`src/rtl/ps2_host_tx.sv`:
```
// PS/2 host-to-device transmitter: sends one command byte to the device using
// the inhibit / request-to-send / device-clocked shift / ACK handshake.
// The pins are open-drain: *_oe = 1 pulls the line low; 0 releases it.
// Optional build macro: PS2_HOST_TX_RETRY_EN. When defined, a NACK or timeout
// triggers one silent restart from INHIBIT with the same byte.
// INHIBIT_CYCLES must be at least 2.
module ps2_host_tx #(
  parameter int INHIBIT_CYCLES = 10000,
  parameter int TIMEOUT_CYCLES = 1500000,
  parameter int SYNC_STAGES    = 2
) (
  input  logic       i_clock,
  input  logic       i_reset,
  input  logic       i_tx_valid,
  input  logic [7:0] i_tx_data,
  output logic       o_tx_ready,
  input  logic       i_ps2_clk_in,
  input  logic       i_ps2_data_in,
  output logic       o_ps2_clk_oe,
  output logic       o_ps2_data_oe,
  output logic       o_busy,
  output logic       o_tx_done,
  output logic       o_tx_error
);

  localparam int INH_W = $clog2(INHIBIT_CYCLES + 1);
  localparam int TO_W  = $clog2(TIMEOUT_CYCLES + 1);

  typedef enum logic [2:0] {
    S_IDLE,
    S_INHIBIT,
    S_RTS,
    S_SHIFT,
    S_WAIT_IDLE
  } state_t;

  state_t                 r_state;
  logic [SYNC_STAGES-1:0] r_clk_sync;
  logic [SYNC_STAGES-1:0] r_data_sync;
  logic                   r_clk_prev;
  logic [7:0]             r_byte;
  logic                   r_par;
  logic [3:0]             r_bit;
  logic [INH_W-1:0]       r_inh_cnt;
  logic [TO_W-1:0]        r_to_cnt;
  logic                   r_ack;
  logic                   r_tx_ready;
  logic                   r_busy;
  logic                   r_clk_oe;
  logic                   r_data_oe;
  logic                   r_tx_done;
  logic                   r_tx_error;
`ifdef PS2_HOST_TX_RETRY_EN
  logic                   r_retried;
`endif

  logic w_clk_s;
  logic w_data_s;
  logic w_fall;
  logic w_lines_idle;
  logic w_timeout;
  logic w_fail;

  assign w_clk_s      = r_clk_sync[SYNC_STAGES-1];
  assign w_data_s     = r_data_sync[SYNC_STAGES-1];
  assign w_fall       = r_clk_prev & ~w_clk_s;
  assign w_lines_idle = w_clk_s & w_data_s;
  // Watchdog only runs while waiting on the device.
  assign w_timeout    = ((r_state == S_SHIFT) || (r_state == S_WAIT_IDLE)) &&
                        (r_to_cnt == TO_W'(TIMEOUT_CYCLES - 1));
  // A timeout takes priority over any fall seen in the same cycle.
  assign w_fail       = w_timeout ||
                        ((r_state == S_WAIT_IDLE) && w_lines_idle && r_ack);

  assign o_tx_ready    = r_tx_ready;
  assign o_busy        = r_busy;
  assign o_ps2_clk_oe  = r_clk_oe;
  assign o_ps2_data_oe = r_data_oe;
  assign o_tx_done     = r_tx_done;
  assign o_tx_error    = r_tx_error;

  // Pin synchronizers and previous-clock register for falling-edge detect; idle bus reads high.
  always_ff @(posedge i_clock) begin
    if (!i_reset) begin
      r_clk_sync  <= '1;
      r_data_sync <= '1;
      r_clk_prev  <= 1'b1;
    end else begin
      r_clk_sync  <= {r_clk_sync[SYNC_STAGES-2:0], i_ps2_clk_in};
      r_data_sync <= {r_data_sync[SYNC_STAGES-2:0], i_ps2_data_in};
      r_clk_prev  <= w_clk_s;
    end
  end

  // Transmit FSM with all outputs registered.
  always_ff @(posedge i_clock) begin
    if (!i_reset) begin
      r_state    <= S_IDLE;
      r_byte     <= '0;
      r_par      <= 1'b0;
      r_bit      <= '0;
      r_inh_cnt  <= '0;
      r_to_cnt   <= '0;
      r_ack      <= 1'b0;
      r_tx_ready <= 1'b1;
      r_busy     <= 1'b0;
      r_clk_oe   <= 1'b0;
      r_data_oe  <= 1'b0;
      r_tx_done  <= 1'b0;
      r_tx_error <= 1'b0;
`ifdef PS2_HOST_TX_RETRY_EN
      r_retried  <= 1'b0;
`endif
    end else begin
      r_tx_done  <= 1'b0;
      r_tx_error <= 1'b0;
      if (w_fail) begin
        r_clk_oe  <= 1'b0;
        r_data_oe <= 1'b0;
        r_to_cnt  <= '0;
        r_bit     <= '0;
`ifdef PS2_HOST_TX_RETRY_EN
        if (!r_retried) begin
          // Silent second attempt with the same latched byte.
          r_retried <= 1'b1;
          r_clk_oe  <= 1'b1;
          r_inh_cnt <= INH_W'(1);
          r_state   <= S_INHIBIT;
        end else begin
          r_tx_error <= 1'b1;
          r_tx_ready <= 1'b1;
          r_busy     <= 1'b0;
          r_state    <= S_IDLE;
        end
`else
        r_tx_error <= 1'b1;
        r_tx_ready <= 1'b1;
        r_busy     <= 1'b0;
        r_state    <= S_IDLE;
`endif
      end else begin
        case (r_state)
          S_IDLE: begin
            if (i_tx_valid) begin
              r_byte     <= i_tx_data;
              r_par      <= ~^i_tx_data;
              r_clk_oe   <= 1'b1;
              // Starts at 1 so the RTS cycle completes the INHIBIT_CYCLES clock-low window.
              r_inh_cnt  <= INH_W'(1);
              r_tx_ready <= 1'b0;
              r_busy     <= 1'b1;
              r_state    <= S_INHIBIT;
`ifdef PS2_HOST_TX_RETRY_EN
              r_retried  <= 1'b0;
`endif
            end
          end
          S_INHIBIT: begin
            if (r_inh_cnt == INH_W'(INHIBIT_CYCLES - 1)) begin
              r_data_oe <= 1'b1;
              r_state   <= S_RTS;
            end else begin
              r_inh_cnt <= r_inh_cnt + 1'b1;
            end
          end
          S_RTS: begin
            r_clk_oe <= 1'b0;
            r_bit    <= '0;
            r_to_cnt <= '0;
            r_state  <= S_SHIFT;
          end
          S_SHIFT: begin
            if (w_fall) begin
              r_to_cnt <= '0;
              r_bit    <= r_bit + 1'b1;
              if (r_bit < 4'd8)       r_data_oe <= ~r_byte[r_bit[2:0]];
              else if (r_bit == 4'd8) r_data_oe <= ~r_par;
              else if (r_bit == 4'd9) r_data_oe <= 1'b0;
              else begin
                r_ack   <= w_data_s;
                r_state <= S_WAIT_IDLE;
              end
            end else begin
              r_to_cnt <= r_to_cnt + 1'b1;
            end
          end
          S_WAIT_IDLE: begin
            // NACK is handled on the failure path, so idle here means ACK was 0.
            if (w_lines_idle) begin
              r_tx_done  <= 1'b1;
              r_tx_ready <= 1'b1;
              r_busy     <= 1'b0;
              r_state    <= S_IDLE;
            end else if (w_fall) begin
              r_to_cnt <= '0;
            end else begin
              r_to_cnt <= r_to_cnt + 1'b1;
            end
          end
          default: r_state <= S_IDLE;
        endcase
      end
    end
  end

endmodule

```
`config.mk`:
```
export PLATFORM = sky130hd
export DESIGN_NAME = ps2_host_tx
export DESIGN_NICKNAME = d
export VERILOG_FILES = /design/src/rtl/ps2_host_tx.sv
export SDC_FILE = /design/constraint.sdc
export NUM_CORES = 1
export LEC_CHECK = 0
export CORE_ASPECT_RATIO = 0.5
export CORE_MARGIN = 2
export CORE_UTILIZATION = 59
export DETAILED_ROUTE_END_ITERATION = 7
export PLACE_DENSITY = 0.79
export SLEW_MARGIN = 20
export SYNTH_ARGS = -nofsm -noshare
export SYNTH_HDL_FRONTEND = slang
export SYNTH_SLANG_ARGS = --single-unit
```
`constraint.sdc`:
```
create_clock -name i_clock -period 2.2 [get_ports i_clock]
set_input_delay 0.22 -clock i_clock [delete_from_list [all_inputs] [get_ports i_clock]]
set_output_delay 0.22 -clock i_clock [all_outputs]
set_load 0.01 [all_outputs]
```
# ---- After elaboration in Yosys (flattened, before gate mapping)
# Index checks and enable logic that the tools add are counted.
dict set report op_classes {
  n_mux 33
  add_sub_neg 3
  n_lt_le_gt_ge 2
  n_eq_ne 18
  bitwise_logic 11
  n_reduce_logical 24
}
# operator n
set ops {}
lappend ops {{$pmux 21 s3} 1}
lappend ops {{$mux 21} 2}
lappend ops {{$mux 14} 2}
lappend ops {{$pmux 14 s2} 1}
lappend ops {{$add 21x1->21 const B} 1}
lappend ops {{$eq 21x21->1 const B} 1}
lappend ops {{$mux 3} 7}
lappend ops {{$ne 2x2->1 const B} 9}
lappend ops {{$pmux 3 s5} 1}
lappend ops {{$add 14x1->14 const B} 1}
lappend ops {{$eq 14x14->1 const B} 1}
lappend ops {{$mux 1} 12}
lappend ops {{$reduce_bool 2->1} 5}
lappend ops {{$not 1->1} 9}
lappend ops {{$eq 4x4->1 const B} 2}
lappend ops {{$pmux 1 s2} 4}
lappend ops {{$pmux 4 s2} 1}
lappend ops {{$reduce_and 4->1} 2}
lappend ops {{$reduce_xnor 8->1} 1}
lappend ops {{$reduce_and 7->1} 1}
lappend ops {{$eq 3x2->1 const B} 2}
lappend ops {{$reduce_and 2->1} 3}
lappend ops {{$reduce_and 3->1} 2}
lappend ops {{$reduce_and 6->1} 1}
lappend ops {{other kinds (15)} 19}
dict set report totals {
  word_cells 107
  input_bits 13
  register_bits 63
}

# ---- Depth between registers and ports, before layout
# Gate-level depths: netlist (run 1).
dict set report depth {
  ltp_word 6
  mapped_depth 8
  mapped_depth_nobuf 7
}

# ---- Worst setup path after synthesis (run 1)
# OpenSTA, ideal clock, no wires.
dict set report synth_timing {
  path_kind {register -> register}
  from {register r_state[0]}
  to {register r_to_cnt[16]}
  stages_incl_launch_ff 9
  setup_time_ps 115
  n_path_buf 3
  path_slack_ps 180
  period_less_slack_ps 2020
  arrival_time_ps 1905
  cell_sequence {dfxtp_1 > buf_2 > or3b_2 > a2111oi_4 > a211o_2 > or3_1 > buf_4 > buf_6 > nor2_1}
}
dict set report synth_between {
  elab_chain_len 5
  word_cells_on_any_way 13
}
# item line
set synth_lines {}
lappend synth_lines {{from (decl)} 37} ;# state_t r_state;
lappend synth_lines {{from (signal assigned)} 98} ;# r_state <= S_IDLE;
lappend synth_lines {{from (signal assigned)} 139} ;# r_state <= S_IDLE;
lappend synth_lines {{from (signal assigned)} 152} ;# r_state <= S_INHIBIT;
lappend synth_lines {{$eq 3x2->1 or $eq 3x3->1 (tied branches)} {69, 142, 73}}
lappend synth_lines {{$logic_or 1x1->1 or $logic_and 1x1->1 (tied branches)} {69, 73}}
lappend synth_lines {{$logic_and 1x1->1, on equally long branches} {69, 73}}
lappend synth_lines {{$logic_or 1x1->1} 72} ;# assign w_fail = w_timeout ||
lappend synth_lines {{$reduce_or 2->1 (no source line)} -}
lappend synth_lines {{to (signal assigned)} 184} ;# r_to_cnt <= r_to_cnt + 1'b1;
lappend synth_lines {{to (signal assigned)} 197} ;# r_to_cnt <= r_to_cnt + 1'b1;
lappend synth_lines {{to (decl)} 45} ;# logic [TO_W-1:0] r_to_cnt;
# Parallel ways exist; a longest one is shown, timed or not.
# A chain may end at the register's enable or synchronous reset.

# ---- Worst setup path after layout (run 1)
dict set report layout_timing {
  from {register r_to_cnt[5]}
  to {register r_to_cnt[11]}
}
dict set report layout_between {
  elab_chain_len 4
  word_cells_on_any_way 8
}
# item line
set layout_lines {}
lappend layout_lines {{$add 21x1->21 or $eq 21x21->1 (tied branches)} {184, 197, 70}}
lappend layout_lines {{$mux 21 or $logic_and 1x1->1 (tied branches)} {173, 194, 69}}
lappend layout_lines {{$mux 21 or $logic_or 1x1->1 (tied branches)} {189, 72}}
lappend layout_lines {{$pmux 21 s3 or $reduce_or 2->1 (tied branches)} -}
# Parallel ways exist; a longest one is shown, timed or not. The select of a mux whose other input is x is not followed.

==> metrics.txt, run 1 <==
RR Startpoint=r_to_cnt[5]$_SDFFE_PP0P_; clock slew seen by the registers of the worst setup and hold paths=0.07 ns; VDD IR max=0.0005248 V; DRT Wirelength=7.138 mm; Final #Nets=422; Hold Vio Cnt, Final=0; clock root buffer=clkbuf_8; CTS tree=built; area post-placement=0.003468 mm2; largest net degree at the start of global routing=22; clock skew=0.01137 ns; Die W=107.3 um; crit end category=flop; Final setup viols=0; core area=0.005022 mm2; first-pass GRT wire length=12.01 mm; drt initial violations=183; Die H=55.65 um; input/output buffers=18; setup slack after layout=0.1171 ns; Clock Latency Late Sink=0.35 ns; Placed Cells incl. Taps=463; DRT met1 WL=3.356 mm; initial antenna violation count=0; PwrDens=673.2 mW/mm2; dpl ws=0.04176 ns; status=finished, final reports clean; crit-path max FO=6; top post-synthesis cells by area=dfxtp_1 (40%), xnor2_1 (6.7%), nor2_1 (5.1%), a21oi_1 (5.1%), nand2_1 (4.7%); layout cells sized above 1=0.1198; Initial Utilization=0.6268; Worst setup SP type=flop; DR WL met3=424 um; area grow syn2layout=16.41%; row count=18; Final HPWL DP=5.102 mm; RSZ-0062 raised after global routing=no; fmax=480.1 MHz; H-tree levels=3; Worst EP required=2.48 ns; unique cell type count in the Yosys netlist=52; First-pass DRT Iterations=5; Ant. Diodes=0; drt via density=5.942; met2 routed WL=3.266 mm; top sig layer=met4; global route total overflow=0; minimum clock period=2.083 ns; IO Count=19; count leader, synth=dfxtp_1; Synth Net Count=393; Residual DRC=0; Post-Synthesis Mean Instance Area=8.395 um2; CTS Sinks=63; origin of the worst min-delay path=r_clk_sync[0]$_SDFF_PN1_; post-synth top area share=0.4006; worst hold path class=reg -> reg; vias in the first global route=2,514; postcts setup bufs=0; synth cell count leaders=dfxtp_1 (63), nor2_1 (43), nand2_1 (39); max cap viols=0; Post-synth ARST share=0; Critical Path AT=2.36 ns; Setup TNS=0 ns; critical path class=reg -> reg; cell area after synthesis=0.003148 mm2; via count=2,846; CTS buffer count=9; Synth Warn #=0; Post-Layout Cell Count=479; routed len/inst=14.90 um; sequential element share of the synthesized area=0.4006; final antenna-violating net count=0; ys flop type=dfxtp_1; Worst Max-Slew Pin Slew=0.6506 ns; Die ar.=0.005971 mm2; CP Launch Point=r_to_cnt[5]$_SDFFE_PP0P_; post-synthesis register bit count=63; Lkg Pwr=1.242 nW; Finished Cell Area=0.003665 mm2; gr usage total=0.2576; relative slew slack=0.5629; EDFF count, synth=0; final worst-path cycle share=0.9468; final slew viol count=0; Mapped Cells=375; R2R Setup Slk=0.12 ns; Synth area leader=dfxtp_1; Hold WS=0.4203 ns; clock buffer depth=2; global placement routability congestion=0.8507
-- final cells by class --
type                            count  area (um2)
Tap cell                           70       87.58
Sequential cell                    63        1262
Inverter                            6       22.52
Fill cell                         384        1358
Clock inverter                      4       45.04
Timing Repair Buffer               35       307.8
Clock buffer                       12       145.1
Multi-Input combinational cell    289        1794
-- where the power goes --
group	switching, mW	internal, mW
clock network	0.436	0.549
registers	0.0224	1.17
logic	0.161	0.127
total	0.619	1.85
-- critical path, cell delays in order (launching register included) --
cell and delay (ns):
dfxtp_1 0.42, and4_1 0.28, nand2_1 0.10, or4b_1 0.55, or4b_1 0.51, a21oi_1 0.15
-- layout by cell type (no fill, tap or decap), types with 3 or more instances in the layout --
| master | count |
|---|---|
| clkbuf_8 | 10 |
| nand3b_1 | 7 |
| inv_1 | 6 |
| nor3_1 | 9 |
| or3b_2 | 3 |
| nand4_1 | 7 |
| a21o_1 | 3 |
| a22oi_1 | 5 |
| a21oi_1 | 32 |
| buf_4 | 17 |
| or4b_1 | 3 |
| dfxtp_1 | 62 |
| clkdlybuf4s50_1 | 18 |
| nor4_1 | 10 |
| o21ai_0 | 16 |
| nand3_1 | 19 |
| and4_1 | 3 |
| ha_1 | 5 |
| nand2b_1 | 9 |
| nor3b_1 | 6 |
| o22ai_1 | 3 |
| xnor2_1 | 24 |
| and3_1 | 6 |
| nand2_1 | 39 |
| clkinv_2 | 3 |
| nor2_1 | 43 |
| a211oi_1 | 3 |
-- registers in the layout, indices dropped and copies added, names as in the netlist, 2 cells and up --
signal and flops:
r_bit 4, r_byte 8, r_clk_sync 2, r_data_sync 2, r_inh_cnt 14, r_state 3, r_to_cnt 21
-- final timing paths --
kind,endpoint,cells after the start
setup / recovery,r_to_cnt[11]$_SDFFE_PP0P_,5
setup reg to reg,r_to_cnt[11]$_SDFFE_PP0P_,5
hold / removal,r_clk_sync[1]$_SDFF_PN1_,1
hold reg to reg,r_clk_sync[1]$_SDFF_PN1_,1
-- kinds of logic (layout without fill, tap and decap cells) --
logic type | after synthesis | in the layout | synth area share
buffers and inverters | 23 | 57 | 0.03299
AND/OR/NAND/NOR | 180 | 180 | 0.3037
XOR/XNOR | 24 | 24 | 0.06677
adder cells (fa/ha/maj) | 5 | 5 | 0.01987
multiplexers | 5 | 5 | 0.02464
flip-flops | 63 | 63 | 0.4006
AO/OA/AOI/OAI | 75 | 75 | 0.1514
-- stage by stage --
stage	utilization	power, mW
floorplan	-	1.400
global placement	0.6906	1.497
detailed placement	0.6906	1.506
CTS	0.7285	2.483
global route	0.7297	2.573
finish	0.7297	2.467
-- repair_timing --
| item | CTS | global route |
|---|---|---|
| resized for setup | 0 | 2 |
| hold buffers | 0 | 0 |
| endpoints found under the setup margin | 0 | 18 |
-- metal layers --
layer | vias to the layer above | global-route usage
met2 | 80 | 0.3897
met5 | - | 0
li1 | 1411 | -
met4 | 0 | 0.07607
met1 | 1345 | 0.3483
met3 | 10 | 0.09016
Note: power is estimated with default switching activity, not from simulation.
==> inputs of run 2 (changes only) <==
--- a/config.mk
+++ b/config.mk
@@ -9,7 +9,7 @@
 export CORE_MARGIN = 2
 export CORE_UTILIZATION = 59
 export DETAILED_ROUTE_END_ITERATION = 7
-export PLACE_DENSITY = 0.79
+export PLACE_DENSITY_LB_ADDON = 0.3
 export SLEW_MARGIN = 20
 export SYNTH_ARGS = -nofsm -noshare
 export SYNTH_HDL_FRONTEND = slang
==> run 2 against run 1 <==
Against the previous run: total power rose by 0.34%; flip-flop and latch count did not move; non-clock buffer count unchanged; fmax is 1.7% lower; sequential share of layout area barely moved; global-route usage is 0.86 points lower; utilization is essentially flat; clock power increased by 0.4%; first-iteration DRC count down 8.7%; highest routed layer unchanged.
==> metrics.txt, run 2 (synthesized netlist as in run 1, its figures left out) <==
FF-to-FF End=r_to_cnt[11]$_SDFFE_PP0P_; RSZ-0062 raised after global routing=no; Placed Cells incl. Taps=462; worst hold path class=reg -> reg; PwrDens=675.7 mW/mm2; Final HPWL DP=5.039 mm; IO Count=19; Worst setup SP type=flop; Sw Share=0.2535; gr usage total=0.2489; via count=2,858; largest net degree at the start of global routing=22; Lkg Pwr=1.241 nW; vias in the first global route=2,618; Clock Latency Late Sink=0.35 ns; origin of the worst min-delay path=r_clk_sync[0]$_SDFF_PN1_; routed len/inst=14.82 um; Residual DRC=0; Largest register FFs=21; global placement routability congestion=0.8514; Initial Utilization=0.6268; hold depth=1; initial antenna violation count=0; final worst-path cycle share=0.9632; layout cells sized above 1=0.1174; largest reg by FF count=r_to_cnt; clock skew=0.01149 ns; minimum clock period=2.119 ns; area grow syn2layout=16.38%; combinational share of power=0.118; drt via density=5.967; VDD IR max=0.0003955 V; Die ar.=0.005971 mm2; crit-path max FO=7; Hold WS=0.4079 ns; crit end category=flop; RR Startpoint=r_to_cnt[4]$_SDFFE_PP0P_; Hold Vio Cnt, Final=0; clock slew seen by the registers of the worst setup and hold paths=0.07 ns; CTS tree=built; DRT Wirelength=7.100 mm; Worst Max-Slew Pin Slew=0.7152 ns; clock root buffer=clkbuf_8; final slew viol count=0; critical path class=reg -> reg; global route total overflow=0; commonest non-fill, non-tap cell in the layout=dfxtp_1; Final #Nets=422; H-tree levels=3; CTS Sinks=63; final antenna-violating net count=0; max cap viols=0; first-pass GRT wire length=11.87 mm; Post-Layout Cell Count=479; most frequent cells in the layout=dfxtp_1 (63), nor2_1 (43), nand2_1 (39); Net Sw Power=0.6276 mW; Reg power frac=0.483; hold endpoint=r_clk_sync[1]$_SDFF_PN1_; Storage cell area=0.001261 mm2; Die W=107.3 um; Ant. Diodes=0; Die H=55.65 um; R2R Setup Slk=0.08 ns; status=finished, final reports clean; r2r worst-path depth=5; fmax=471.9 MHz; First-pass DRT Iterations=5; Final setup viols=0; area of the multi-input gates=0.001794 mm2; drt initial violations=167; core area=0.005022 mm2; relative slew slack=0.5195; fillers=388; clock share of power=0.400; Regs by FF count=r_to_cnt (21), r_inh_cnt (14), r_byte (8); Setup TNS=0 ns; CTS buffer count=9; input/output buffers=18; Critical Path AT=2.41 ns; clock buffer depth=2; Worst EP required=2.49 ns; Post-CTS Hold Buffers=0; row count=18; P_int=1.848 mW
run 2: cell counts in the layout (fill, tap and decap cells not counted):
Identical to the previous run, type by type.
run 2: through the flow:
step             util  setup WS, ns  cell area, um2  power [mW]
2_1_floorplan       -        0.1801            3148       1.400
3_3_place_gp   0.6891        0.1775            3461       1.493
3_5_place_dp   0.6891       0.04418            3461       1.504
4_1_cts        0.7270       0.03641            3651       2.482
5_1_grt        0.7294      0.003373            3664       2.578
6_report       0.7294       0.08106            3664       2.475
run 2: power by group through the flow:
stage	clock [mW]	combinational, mW	sequential (mW)
floorplan	0	0.185	1.21
global placement	0	0.277	1.22
detailed placement	0	0.285	1.22
CTS	1.00	0.288	1.19
global route	1.06	0.316	1.20
finish	0.989	0.292	1.19
run 2: how the worst max path moves through the flow:
stage,cells after the start,from,slack (ns),end
after CTS,6,r_to_cnt[5]$_SDFFE_PP0P_,0.04,r_to_cnt[6]$_SDFFE_PP0P_
after floorplan,8,r_state[0]$_SDFFE_PP0P_,0.18,r_to_cnt[16]$_SDFFE_PP0P_
after detailed placement,6,r_to_cnt[5]$_SDFFE_PP0P_,0.04,r_to_cnt[6]$_SDFFE_PP0P_
after global routing,5,r_to_cnt[4]$_SDFFE_PP0P_,0.003,r_to_cnt[11]$_SDFFE_PP0P_
final,5,r_to_cnt[4]$_SDFFE_PP0P_,0.08,r_to_cnt[11]$_SDFFE_PP0P_
after global placement,6,r_to_cnt[5]$_SDFFE_PP0P_,0.18,r_to_cnt[6]$_SDFFE_PP0P_
run 2: cell type report:
type | instances | share of cell area
clock buffers | 12 | 0.03962
clock inverters | 4 | 0.01230
inverters | 6 | 0.006148
multi-input cells | 289 | 0.4898
flip-flops and latches | 63 | 0.3443
well taps | 70 | 0.02391
repair buffers | 35 | 0.08402
run 2: repair_timing:
| action | 4_1_cts | 5_1_grt |
|---|---|---|
| endpoints found under the setup margin | 0 | 20 |
| resized for setup | 0 | 1 |
| buffers inserted | 0 | 1 |
| hold endpoints to repair | 0 | 0 |
run 2: critical path: stages (launching register included):
cell     delay (ns)
dfxtp_1        0.44
and4_1         0.30
nand2_1        0.09
or4b_1         0.55
or4b_1         0.53
a21oi_1        0.14
run 2: per-layer routing:
| layer | track usage | vias up | share of wire | wire length [um] |
|---|---|---|---|---|
| met4 | 0.05937 | 0 | 0.013 | 91 |
| met1 | 0.3267 | 1334 | 0.46 | 3264 |
| met2 | 0.3960 | 102 | 0.46 | 3266 |
| met5 | 0 | - | 0 | 0 |
| li1 | - | 1409 | - | - |
| met3 | 0.08665 | 13 | 0.067 | 477 |
==> inputs of run 3 (changes only) <==
--- a/config.mk
+++ b/config.mk
@@ -6,7 +6,6 @@
 export NUM_CORES = 1
 export LEC_CHECK = 0
 export CORE_ASPECT_RATIO = 0.5
-export CORE_MARGIN = 2
 export CORE_UTILIZATION = 59
 export DETAILED_ROUTE_END_ITERATION = 7
 export PLACE_DENSITY_LB_ADDON = 0.3
==> run 3 against run 2 <==
Against the previous run: non-clock buffer count shrank 1; register-to-register slack is essentially flat; critical path type unchanged; sequential power is essentially flat; flip-flop and latch count is the same; setup slack gained 0.015 ns; final area grew 0.89%; count of clock-buffer cells in the layout grew 1; global-route usage grew 5.2 points; critical endpoint unchanged; total power grew 6.0%; largest cell class unchanged; first-iteration DRC count grew 18%.
==> metrics.txt, run 3 (synthesized netlist as in run 1, its figures left out) <==
CP bufs+invs=0; Setup TNS=0 ns; largest net degree at the start of global routing=22; combinational share of power=0.112; routed len/inst=16.31 um; first-pass GRT wire length=12.87 mm; Hold Vio Cnt, Final=0; fillers=373; Final #Nets=421; Die ar.=0.005649 mm2; most frequent cells in the layout=dfxtp_1 (63), nor2_1 (43), nand2_1 (39); Final HPWL DP=5.315 mm; met3 global-route usage=0.08232; Sw Share=0.2381; final worst-path cycle share=0.9563; CTS tree=built; minimum clock period=2.104 ns; Worst setup SP type=flop; area grow syn2layout=17.41%; Clock Latency Late Sink=0.34 ns; IO Count=19; P_int=2.000 mW; Reg power frac=0.455; CTS Sinks=63; GRT met2 Usage=0.5208; worst-path cell chain=and4_1 > nand2_1 > or4b_1 > or4b_1 > a21oi_1; Final setup viols=0; via count=2,915; row count=18; Worst EP required=2.47 ns; Residual DRC=0; relative slew slack=0.5649; postcts setup bufs=0; First-pass DRT Iterations=5; Critical Path Max Stage Delay=0.54 ns; max cap viols=0; Lkg Pwr=1.253 nW; worst hold path class=reg -> reg; Die H=53.65 um; clock buffer depth=2; core area=0.005022 mm2; clock skew=0.01059 ns; final slew viol count=0; initial antenna violation count=0; clock slew seen by the registers of the worst setup and hold paths=0.07 ns; DRT Wirelength=7.797 mm; final antenna-violating net count=0; Critical Path AT=2.37 ns; VDD IR max=0.0003569 V; vias in the first global route=2,604; Die W=105.3 um; Worst Max-Slew Pin Slew=0.6477 ns; CTS buffer count=9; layout cells sized above 1=0.1152; CP top delay family=simple AND/OR/NAND/NOR gates; grt met1 use=0.3676; Regs by FF count=r_to_cnt (21), r_inh_cnt (14), r_byte (8); status=finished, final reports clean; Total Power=2.624 mW; input/output buffers=18; clock share of power=0.433; H-tree levels=3; Ant. Diodes=0; Net Sw Power=0.6248 mW; fmax=475.3 MHz; drt initial violations=197; crit end category=flop; critical path class=reg -> reg; global placement routability congestion=0.8757; drt via density=6.098; Initial Utilization=0.6268; crit-path max FO=7; slowest stage cell, crit path=or4b_1; commonest non-fill, non-tap cell in the layout=dfxtp_1; clock root buffer=clkbuf_8; RSZ-0062 raised after global routing=no; CP most frequent cell=or4b_1; Largest register FFs=21; global route total overflow=0; PwrDens=710.1 mW/mm2; busiest grt layer=met2; largest reg by FF count=r_to_cnt; gr usage total=0.3013
-- run 3: cell count changes in the layout (fill, tap and decap cells not counted), sizes merged --
| cell | previous run | this run |
|---|---|---|
| bufinv | 1 | 2 |
| clkinv | 3 | 1 |
| buf | 17 | 16 |
| clkbuf | 12 | 13 |
-- run 3: layout make-up --
| cell class | instances | area (um2) | share of cell area |
|---|---|---|---|
| timing repair buffer | 34 | 304.0 | 0.08226 |
| clock inverter | 3 | 65.06 | 0.01760 |
| sequential | 63 | 1261 | 0.3412 |
| multi-input combinational | 289 | 1797 | 0.4861 |
| tap | 70 | 87.58 | 0.02370 |
| inverter | 6 | 22.52 | 0.006093 |
| clock buffer | 13 | 158.9 | 0.04299 |
-- run 3: what timing repair did --
item / CTS / global route
endpoints found under the hold margin: 0 / 0
endpoints found under the setup margin: 0 / 15
hold buffers: 0 / 0
resized for setup: 0 / 3
-- run 3: power groups by stage --
stage	registers (mW)	clock network [mW]	logic, mW
floorplan	1.21	0	0.185
global placement	1.22	0	0.276
detailed placement	1.22	0	0.284
CTS	1.19	1.14	0.289
global route	1.20	1.21	0.321
finish	1.20	1.14	0.294
-- run 3: metrics by stage --
stage	instances	utilization	worst slack, ns	hold slack (ns)	area [um2]
after floorplan	375	-	0.1801	0.2933	3148
after global placement	462	0.6891	0.2531	0.3904	3461
after detailed placement	462	0.6891	0.1528	0.3951	3461
after CTS	478	0.7337	0.1111	0.4092	3685
after global routing	478	0.7359	0.01321	0.4289	3696
final	478	0.7359	0.09605	0.4041	3696
-- run 3: per-layer routing --
layer / routed length, um / share of wire
met1: 3394 / 0.44
met2: 3758 / 0.48
met3: 508 / 0.065
met4: 135 / 0.017
met5: 0 / 0
-- run 3: final timing paths --
path | slack (ns) | cells after the start | endpoint | from
worst min-delay path | 0.40 | 1 | r_clk_sync[1]$_SDFF_PN1_ | r_clk_sync[0]$_SDFF_PN1_
worst min register to register | 0.40 | 1 | r_clk_sync[1]$_SDFF_PN1_ | r_clk_sync[0]$_SDFF_PN1_
worst max register to register | 0.1 | 5 | r_to_cnt[11]$_SDFFE_PP0P_ | r_to_cnt[4]$_SDFFE_PP0P_
worst max-delay path | 0.1 | 5 | r_to_cnt[11]$_SDFFE_PP0P_ | r_to_cnt[4]$_SDFFE_PP0P_
-- run 3: worst register-to-register path: stages (launching register included) --
cell and delay, ns:
dfxtp_1 0.45, and4_1 0.30, nand2_1 0.10, or4b_1 0.54, or4b_1 0.51, a21oi_1 0.14
